**config.mk**
```make
export PLATFORM = sky130hd
export DESIGN_NAME = mod_cycle_counter_flat
export DESIGN_NICKNAME = d
export VERILOG_FILES = /design/src/rtl/mod_cycle_counter_if.sv /design/src/rtl/mod_cycle_counter.sv /design/src/flat_wrapper.sv
export SDC_FILE = /design/constraint.sdc
export NUM_CORES = 1
export LEC_CHECK = 0
export BUFFER_PORTS_ARGS = -buffer_cell sky130_fd_sc_hd__buf_4
export CELL_PAD_IN_SITES_DETAIL_PLACEMENT = 1
export CELL_PAD_IN_SITES_GLOBAL_PLACEMENT = 2
export CORE_AREA = 2 2 46 48
export DETAILED_ROUTE_END_ITERATION = 8
export DIE_AREA = 0 0 48 50
export GPL_TIMING_DRIVEN = 0
export PLACE_DENSITY = 0.76
export SETUP_SLACK_MARGIN = 0.5
export SKIP_CTS_REPAIR_TIMING = 1
export SYNTH_ARGS = -nofsm -noshare
export SYNTH_HDL_FRONTEND = slang
export SYNTH_SLANG_ARGS = --single-unit
```
**constraint.sdc**
```tcl
create_clock -name clk -period 1.6 [get_ports clk]
set_input_delay 0.08 -clock clk [delete_from_list [all_inputs] [get_ports clk]]
set_output_delay 0.08 -clock clk [all_outputs]
set_load 0.1 [all_outputs]
```
**src/rtl/mod_cycle_counter_if.sv**
```systemverilog
// Handshake bundle for mod_cycle_counter.
//   master : drives en, dir, load, load_val; observes count and status outputs
//   slave  : the counter itself; samples the controls, drives count, wrap, tc,
//            load_err, bad, bad_sticky
interface mod_cycle_counter_if #(
    parameter int unsigned WIDTH = 4
);
    logic             en;
    logic             dir;
    logic             load;
    logic [WIDTH-1:0] load_val;
    logic [WIDTH-1:0] count;
    logic             wrap;
    logic             tc;
    logic             load_err;
    logic             bad;
    logic             bad_sticky;

    modport master (
        output en, dir, load, load_val,
        input  count, wrap, tc, load_err, bad, bad_sticky
    );

    modport slave (
        input  en, dir, load, load_val,
        output count, wrap, tc, load_err, bad, bad_sticky
    );
endinterface

```
**src/rtl/mod_cycle_counter.sv**
```systemverilog
// Modulo-MODULUS up/down cycle counter with enable and range-checked parallel load.
// Ports:
//   clk        : clock, all state updates on the rising edge
//   reset      : synchronous, active-low; clears all state
//   bus.en     : step once in direction bus.dir
//   bus.dir    : 0 = up, 1 = down
//   bus.load   : parallel load of bus.load_val (ignored with load_err if >= MODULUS)
//   bus.count  : registered count, always < MODULUS
//   bus.wrap   : registered pulse, high while count shows the value after a wrap
//   bus.tc     : combinational terminal count for the current direction
//   bus.load_err   : registered pulse, high the cycle after an out-of-range load
//   bus.bad        : combinational invariant violation, count >= MODULUS
//   bus.bad_sticky : registered latch of bad, cleared only by reset
module mod_cycle_counter #(
    parameter int unsigned     WIDTH   = 4,
    parameter longint unsigned MODULUS = 12
) (
    input  logic                 clk,
    input  logic                 reset,
    mod_cycle_counter_if.slave   bus
);

    localparam longint unsigned FullRange = 64'd1 << WIDTH;

    if (WIDTH < 2 || WIDTH > 32) begin : g_bad_width
        $error("mod_cycle_counter: WIDTH must be in 2..32");
    end
    if (MODULUS < 2 || MODULUS > FullRange) begin : g_bad_modulus
        $error("mod_cycle_counter: MODULUS must be in 2..2**WIDTH");
    end

    localparam logic [WIDTH-1:0] MaxCount = WIDTH'(MODULUS - 64'd1);

    logic [WIDTH-1:0] count_d, count_q;
    logic             wrap_d, wrap_q;
    logic             load_err_d, load_err_q;
    logic             bad_sticky_d, bad_sticky_q;
    logic             load_legal;
    logic             at_top;
    logic             at_zero;
    logic             bad;

    // Compare at 64 bits so MODULUS = 2**WIDTH never truncates.
    assign load_legal = (64'(bus.load_val) < MODULUS);
    assign at_top     = (count_q == MaxCount);
    assign at_zero    = (count_q == '0);

    if (MODULUS == FullRange) begin : g_bad_full
        assign bad = 1'b0;
    end else begin : g_bad_partial
        assign bad = (64'(count_q) >= MODULUS);
    end

    always_comb begin
        count_d      = count_q;
        wrap_d       = 1'b0;
        load_err_d   = 1'b0;
        bad_sticky_d = bad_sticky_q | bad;
        if (bus.load) begin
            // A rejected load still suppresses the enable for this cycle.
            if (load_legal) begin
                count_d = bus.load_val;
            end else begin
                load_err_d = 1'b1;
            end
        end else if (bus.en) begin
            if (!bus.dir) begin
                if (at_top) begin
                    count_d = '0;
                    wrap_d  = 1'b1;
                end else begin
                    count_d = count_q + WIDTH'(1);
                end
            end else begin
                if (at_zero) begin
                    count_d = MaxCount;
                    wrap_d  = 1'b1;
                end else begin
                    count_d = count_q - WIDTH'(1);
                end
            end
        end
    end

    always_ff @(posedge clk) begin
        if (!reset) begin
            count_q      <= '0;
            wrap_q       <= 1'b0;
            load_err_q   <= 1'b0;
            bad_sticky_q <= 1'b0;
        end else begin
            count_q      <= count_d;
            wrap_q       <= wrap_d;
            load_err_q   <= load_err_d;
            bad_sticky_q <= bad_sticky_d;
        end
    end

    assign bus.count      = count_q;
    assign bus.wrap       = wrap_q;
    assign bus.load_err   = load_err_q;
    assign bus.bad_sticky = bad_sticky_q;
    assign bus.bad        = bad;
    assign bus.tc         = bus.dir ? at_zero : at_top;

endmodule

```
**src/flat_wrapper.sv**
```systemverilog
// flat-port wrapper written by rule: the top's interface ports become plain ports
module mod_cycle_counter_flat 
#(
    parameter int unsigned     WIDTH   = 4,
    parameter longint unsigned MODULUS = 12
)
  (clk, reset, bus_en, bus_dir, bus_load, bus_load_val, bus_count, bus_wrap, bus_tc, bus_load_err, bus_bad, bus_bad_sticky);
  mod_cycle_counter_if #(.WIDTH(WIDTH)) bus_i ();
  input  logic clk;
  input  logic reset;
  input wire logic [$bits(bus_i.en)-1:0] bus_en;
  input wire logic [$bits(bus_i.dir)-1:0] bus_dir;
  input wire logic [$bits(bus_i.load)-1:0] bus_load;
  input wire logic [$bits(bus_i.load_val)-1:0] bus_load_val;
  output wire logic [$bits(bus_i.count)-1:0] bus_count;
  output wire logic [$bits(bus_i.wrap)-1:0] bus_wrap;
  output wire logic [$bits(bus_i.tc)-1:0] bus_tc;
  output wire logic [$bits(bus_i.load_err)-1:0] bus_load_err;
  output wire logic [$bits(bus_i.bad)-1:0] bus_bad;
  output wire logic [$bits(bus_i.bad_sticky)-1:0] bus_bad_sticky;
  assign bus_i.en = bus_en;
  assign bus_i.dir = bus_dir;
  assign bus_i.load = bus_load;
  assign bus_i.load_val = bus_load_val;
  assign bus_count = bus_i.count;
  assign bus_wrap = bus_i.wrap;
  assign bus_tc = bus_i.tc;
  assign bus_load_err = bus_i.load_err;
  assign bus_bad = bus_i.bad;
  assign bus_bad_sticky = bus_i.bad_sticky;
  mod_cycle_counter #(.WIDTH(WIDTH), .MODULUS(MODULUS)) u_core (.clk(clk), .reset(reset), .bus(bus_i));
endmodule
```
==> results.ini, run 1 <==
[run_status]
status = completed

[route]
routed_via_density = 4.48
route.detailed.drc = 0
dr_total_vias = 497
ant_nets = 0
drt_pass1_iterations = 4
wl_per_cell_um = 11.3
drtIter0Drc = 5
wl_um = 1250

[critical_path]
crit_required_ps = 1520
crit_end = bus_tc
crit_chain = inv_4 -> ha_4 -> nand2_4 -> or2_4 -> a21oi_4 -> buf_12
r2r-end = u_core.bus.wrap
slowest_stage = dfxtp_4
cp_slowest_stage_delay_ps = 370
cp-end-kind = output port
regToRegSetupSlack_ps = 230
worstPathMaxFanout = 4
crit_type = register to output port
r2r_start = u_core.bus.count[0]
cp-start-kind = register
reg2regPathDepth = 7
critical_path_arrival_ps = 1480
crit_start = u_core.bus.count[0]

[final_layout]
fill_cells = 230
diodes = 0
layout_commonest_cell = buf_4
drive_gt1_frac = 0.536
final_area_um2 = 805
areaGrowthSynthToFinish_pct = 82.2
nNetsFinal = 96
mostFrequentLayoutCells = buf_4, nor2_1, a21oi_1, dfxtp_4

[clocking]
clockRootBuffer = clkbuf_4
path_clk_slew_ps = 60
ctsHtreeMaxLevel = 1
cts_sinks = 7
cts_buffers = 3
cts_tree = done
cts_buffer_depth = 2
clock_latency_ps = 250

[pwr]
clock_power_share = 0.243
power_frac_seq = 0.300
p_int_w = 0.000408
swShare = 0.399
p_per_area_mw_per_mm2 = 844
leakagePower_nw = 0.351
p_comb_frac = 0.457
power.switching_w = 0.000271
ir_drop_mv = 0.456

[sta]
tightestPinTransition_ps = 296
rsz0062_at_grt = yes
drv_slew = 0
fin_worst_skew_ps = 2.90
hold_viol = 0
period_minus_slack_ps = 1560
relSlewSlack = 0.801
setup-violations-final = 0
max_clock_freq_ghz = 0.642
fin_crit_sh = 0.973
holdWs_ps = 77.8

[place]
globalplace.congestion = 0.680
portBuffers = 17
dpl.hpwl_um = 904
placed_cell_area_um2 = 656

[global_routing]
grt_max_degree = 11
grt_use_total = 0.116
grt_pass1_wl_um = 1980
grt-ovfl-total = 0
antenna_found_initial = 0
grt_pass1_vias = 459

[synth]
synth-seq-cells = 7
netlist_instances = 56
avgSynthCellArea_um2 = 7.89
syn_nets = 67
netlist_area_um2 = 442
yosysWarnings = 0
netlist-cell-type-count = 29
synth-seq-area-share = 0.317

[flow_run]
drv_cap = 0

[floorplan]
die_x_um = 48
rows = 16
die-area_mm2 = 0.00240
start_util = 0.232
core_area_mm2 = 0.00190
fp.dieH_um = 50
io_pins = 18

[worst_hold_path]
hold_depth = 2
min_path_type = input port to register

==> power by group through the flow <==
| stage | registers [W] | clock network, W | logic (W) |
|---|---|---|---|
| floorplan | 0.000287 | 0 | 0.000110 |
| global placement | 0.000209 | 0 | 0.000247 |
| detailed placement | 0.000209 | 0 | 0.000249 |
| CTS | 0.000206 | 0.000174 | 0.000250 |
| global route | 0.000205 | 0.000186 | 0.000332 |
| finish | 0.000204 | 0.000165 | 0.000310 |
==> how the worst min path moves through the flow <==
stage	start	to	slack, ps
finish	reset	u_core.bus.bad_sticky	80
global route	reset	u_core.bus.bad_sticky	70
detailed placement	reset	u_core.bus.bad_sticky	330
CTS	reset	u_core.bus.bad_sticky	70
floorplan	reset	u_core.bus.bad_sticky	200
global placement	reset	u_core.bus.bad_sticky	330
==> metrics by stage <==
stage / power, W / cells / TNS (ps) / utilization / worst slack [ps]
final: 0.000679 / 111 / 0 / 0.423 / 42.8
after global routing: 0.000724 / 111 / 0 / 0.423 / 3.27
after CTS: 0.000629 / 104 / -58.5 / 0.359 / -58.5
after detailed placement: 0.000459 / 100 / 0 / 0.345 / 221
after global placement: 0.000456 / 100 / 0 / 0.345 / 227
after floorplan: 0.000397 / 56 / -300 / - / -265
==> cells by family (layout without fill, tap and decap cells) <==
logic type / after synthesis / after routing / share of synthesized area
and+or+nand+nor: 23 / 23 / 0.278
AOI/OAI and AO/OA: 16 / 16 / 0.252
DFF: 7 / 7 / 0.317
buffers and inverters: 6 / 34 / 0.0538
adders and majority gates: 2 / 2 / 0.0566
xor gates and xnor gates: 1 / 1 / 0.0198
muxes: 1 / 1 / 0.0227
==> synthesized netlist by cell type (all sizes together) <==
cell type,number,area share
nor2,6,0.051
nor3,1,0.011
o21ai,2,0.023
o21a,1,0.017
and2,1,0.014
a21oi,5,0.065
o221ai,2,0.040
ha,2,0.057
inv,4,0.034
xnor2,1,0.020
a31oi,2,0.028
and3,2,0.028
nand2,3,0.025
nand3b,2,0.034
o21ba,1,0.023
mux2i,1,0.023
and2b,1,0.020
nand3,3,0.034
o211a,1,0.023
nor3b,1,0.017
nand2b,1,0.014
clkbuf,1,0.0085
buf,1,0.011
or2,1,0.014
nor2b,1,0.014
o211ai,1,0.017
o21bai,1,0.017
dfxtp,7,0.32
==> routing by layer <==
metal	wire length (um)	part of all wire	track usage
met1	560	0.45	0.158
met5	0	0	0
met2	614	0.49	0.156
met3	60	0.048	0.0549
met4	14	0.011	0.0405
==> cell type report <==
class                           instances  area (um2)  area share
Inverter                                4        17.5      0.0218
Sequential cell                         7         155       0.193
Multi-Input combinational cell         43         330       0.411
Timing Repair Buffer                   24         221       0.275
Tap cell                               27        33.8      0.0420
Clock buffer                            4        26.3      0.0327
Buffer                                  2        20.0      0.0249
==> worst max-delay path, delay by kind of cell, from the launching register on <==
kind            cells  cell delay, ps
fa+ha+maj           1             150
buf+inv             2             250
compound gates      1             180
flops               1             370
simple gates        2             280
==> state kept, by name, indices dropped and copies added (netlist names) <==
signal / cells
u_core.bus.count: 4
u_core.bus.wrap: 1
u_core.bus.bad_sticky: 1
u_core.bus.load_err: 1
No activity file was read; power rests on OpenSTA's default activity.
==> run 2: changes to the inputs <==
Settings changed: GPL_TIMING_DRIVEN 0 to 1.
==> results.ini, run 2 (synthesis gave the netlist of run 1 again) <==
[sta]
fin_crit_sh = 0.971  ; -0.00181
finalSetupTns_ps = 0  ; unchanged
hold_viol = 0  ; unchanged
setup-violations-final = 0  ; unchanged
tightestPinTransition_ps = 300  ; +4.76 ps
drv_slew = 0  ; unchanged
relSlewSlack = 0.798  ; -0.00321
max_clock_freq_ghz = 0.643  ; +0.19%
period_minus_slack_ps = 1550  ; -2.90 ps
fin_worst_skew_ps = 7.64  ; +4.74 ps
setup_ws_ps = 45.7  ; +2.90 ps
rsz0062_at_grt = yes
holdWs_ps = 72.6  ; -5.21 ps

[clocking]
path_clk_slew_ps = 60  ; about the same
cts_buffers = 3  ; unchanged
cts_sinks = 7  ; unchanged
cts_tree = done
ctsHtreeMaxLevel = 1  ; unchanged
clockRootBuffer = clkbuf_4
cts_buffer_depth = 2  ; unchanged
clock_latency_ps = 260  ; about the same

[place]
placed_cells = 98  ; -2.0%
dp_slack_ps = 215  ; -6.45 ps
dpl.hpwl_um = 907  ; +0.35%
placed_cell_area_um2 = 647  ; -1.3%
portBuffers = 17  ; unchanged
globalplace.congestion = 0.715  ; +5.2%

[critical_path]
cp-end-kind = output port
crit_type = register to output port
crit_required_ps = 1520  ; about the same
worstPathMaxFanout = 7  ; +3
cp-start-kind = register
critical_path_arrival_ps = 1470  ; about the same

[global_routing]
grt-ovfl-total = 0  ; unchanged
grt_pass1_wl_um = 2110  ; +6.6%
grt_use_total = 0.125  ; +0.00976
grt_max_degree = 12  ; +1
antenna_found_initial = 0  ; unchanged
grt_pass1_vias = 472  ; +2.8%

[final_layout]
largest_reg_flops = 4  ; unchanged
layout_commonest_cell = buf_4
diodes = 0  ; unchanged
nNetsFinal = 95  ; -1.0%
areaGrowthSynthToFinish_pct = 74.8
final_area_um2 = 772  ; -4.0%
drive_gt1_frac = 0.506  ; -0.0297
layout.cells.non_filler = 110  ; -0.90%
mostFrequentLayoutCells = buf_4, nor2_1, a21oi_1, dfxtp_4

[flow_run]
drv_cap = 0  ; unchanged

[route]
drtIter0Drc = 1  ; -4
dr_total_vias = 502  ; +1.0%
wl_um = 1210  ; -3.6%
wl_per_cell_um = 11.0  ; -2.7%
ant_nets = 0  ; unchanged
drt_pass1_iterations = 4  ; unchanged
route.detailed.drc = 0  ; unchanged
routed_via_density = 4.56  ; +1.9%

[pwr]
swShare = 0.402  ; +0.00296
power_frac_seq = 0.309  ; +0.009
power.switching_w = 0.000267  ; -1.6%
leakagePower_nw = 0.343  ; -2.3%
p_comb_frac = 0.441  ; -0.016
ir_drop_mv = 0.452  ; -0.91%
p_per_area_mw_per_mm2 = 859  ; +1.8%
clock_power_share = 0.251  ; +0.008
p_int_w = 0.000397  ; -2.8%

[floorplan]
io_pins = 18  ; unchanged
die_x_um = 48  ; unchanged
die-area_mm2 = 0.00240  ; unchanged
core_area_mm2 = 0.00190  ; unchanged
start_util = 0.232  ; unchanged
fp.dieH_um = 50  ; unchanged
rows = 16  ; unchanged

[worst_hold_path]
min_path_type = input port to register

[run_status]
status = completed

[run 2: layer usage]
layer | global-route usage | up-vias | part of all wire
met5 | 0 | - | 0
met4 | 0.0541 | 0 | 0.012
met3 | 0.0659 | 2 | 0.045
met2 | 0.173 | 15 | 0.47
met1 | 0.158 | 231 | 0.47
li1 | - | 254 | -
[run 2: path summary, 6_finish.rpt]
path / start / to / slack, ps / cells after the start
worst min-delay path: reset / u_core.bus.bad_sticky / 70 / 2
worst min register to register: u_core.bus.bad_sticky / u_core.bus.bad_sticky / 460 / 1
worst max-delay path: u_core.bus.count[0] / bus_tc / 50 / 6
worst max register to register: u_core.bus.count[0] / u_core.bus.count[3] / 310 / 6
[run 2: critical path: stages, from the launching register on]
cell and delay, ps:
dfxtp_4 380, inv_2 70, ha_4 120, nand2_2 50
or2_4 230, a21oi_4 180, buf_12 190
[run 2: power groups by stage]
stage | clock [W] | combinational (W) | sequential [W]
3_3_place_gp | 0 | 0.000241 | 0.000213
5_1_grt | 0.000196 | 0.000312 | 0.000208
3_5_place_dp | 0 | 0.000243 | 0.000215
4_1_cts | 0.000176 | 0.000243 | 0.000211
2_1_floorplan | 0 | 0.000110 | 0.000287
6_report | 0.000166 | 0.000292 | 0.000205
[run 2: stage by stage]
| step | utilization | power (W) |
|---|---|---|
| after floorplan | - | 0.000397 |
| after global placement | 0.340 | 0.000455 |
| after detailed placement | 0.340 | 0.000457 |
| after CTS | 0.354 | 0.000630 |
| after global routing | 0.406 | 0.000716 |
| final | 0.406 | 0.000663 |
[run 2: layout make-up]
type	instances	area (um2)
timing repair buffer	25	218
tap	27	33.8
inverter	4	15.0
clock buffer	4	26.3
fill	231	1130
multi-input combinational	43	324
sequential	7	155
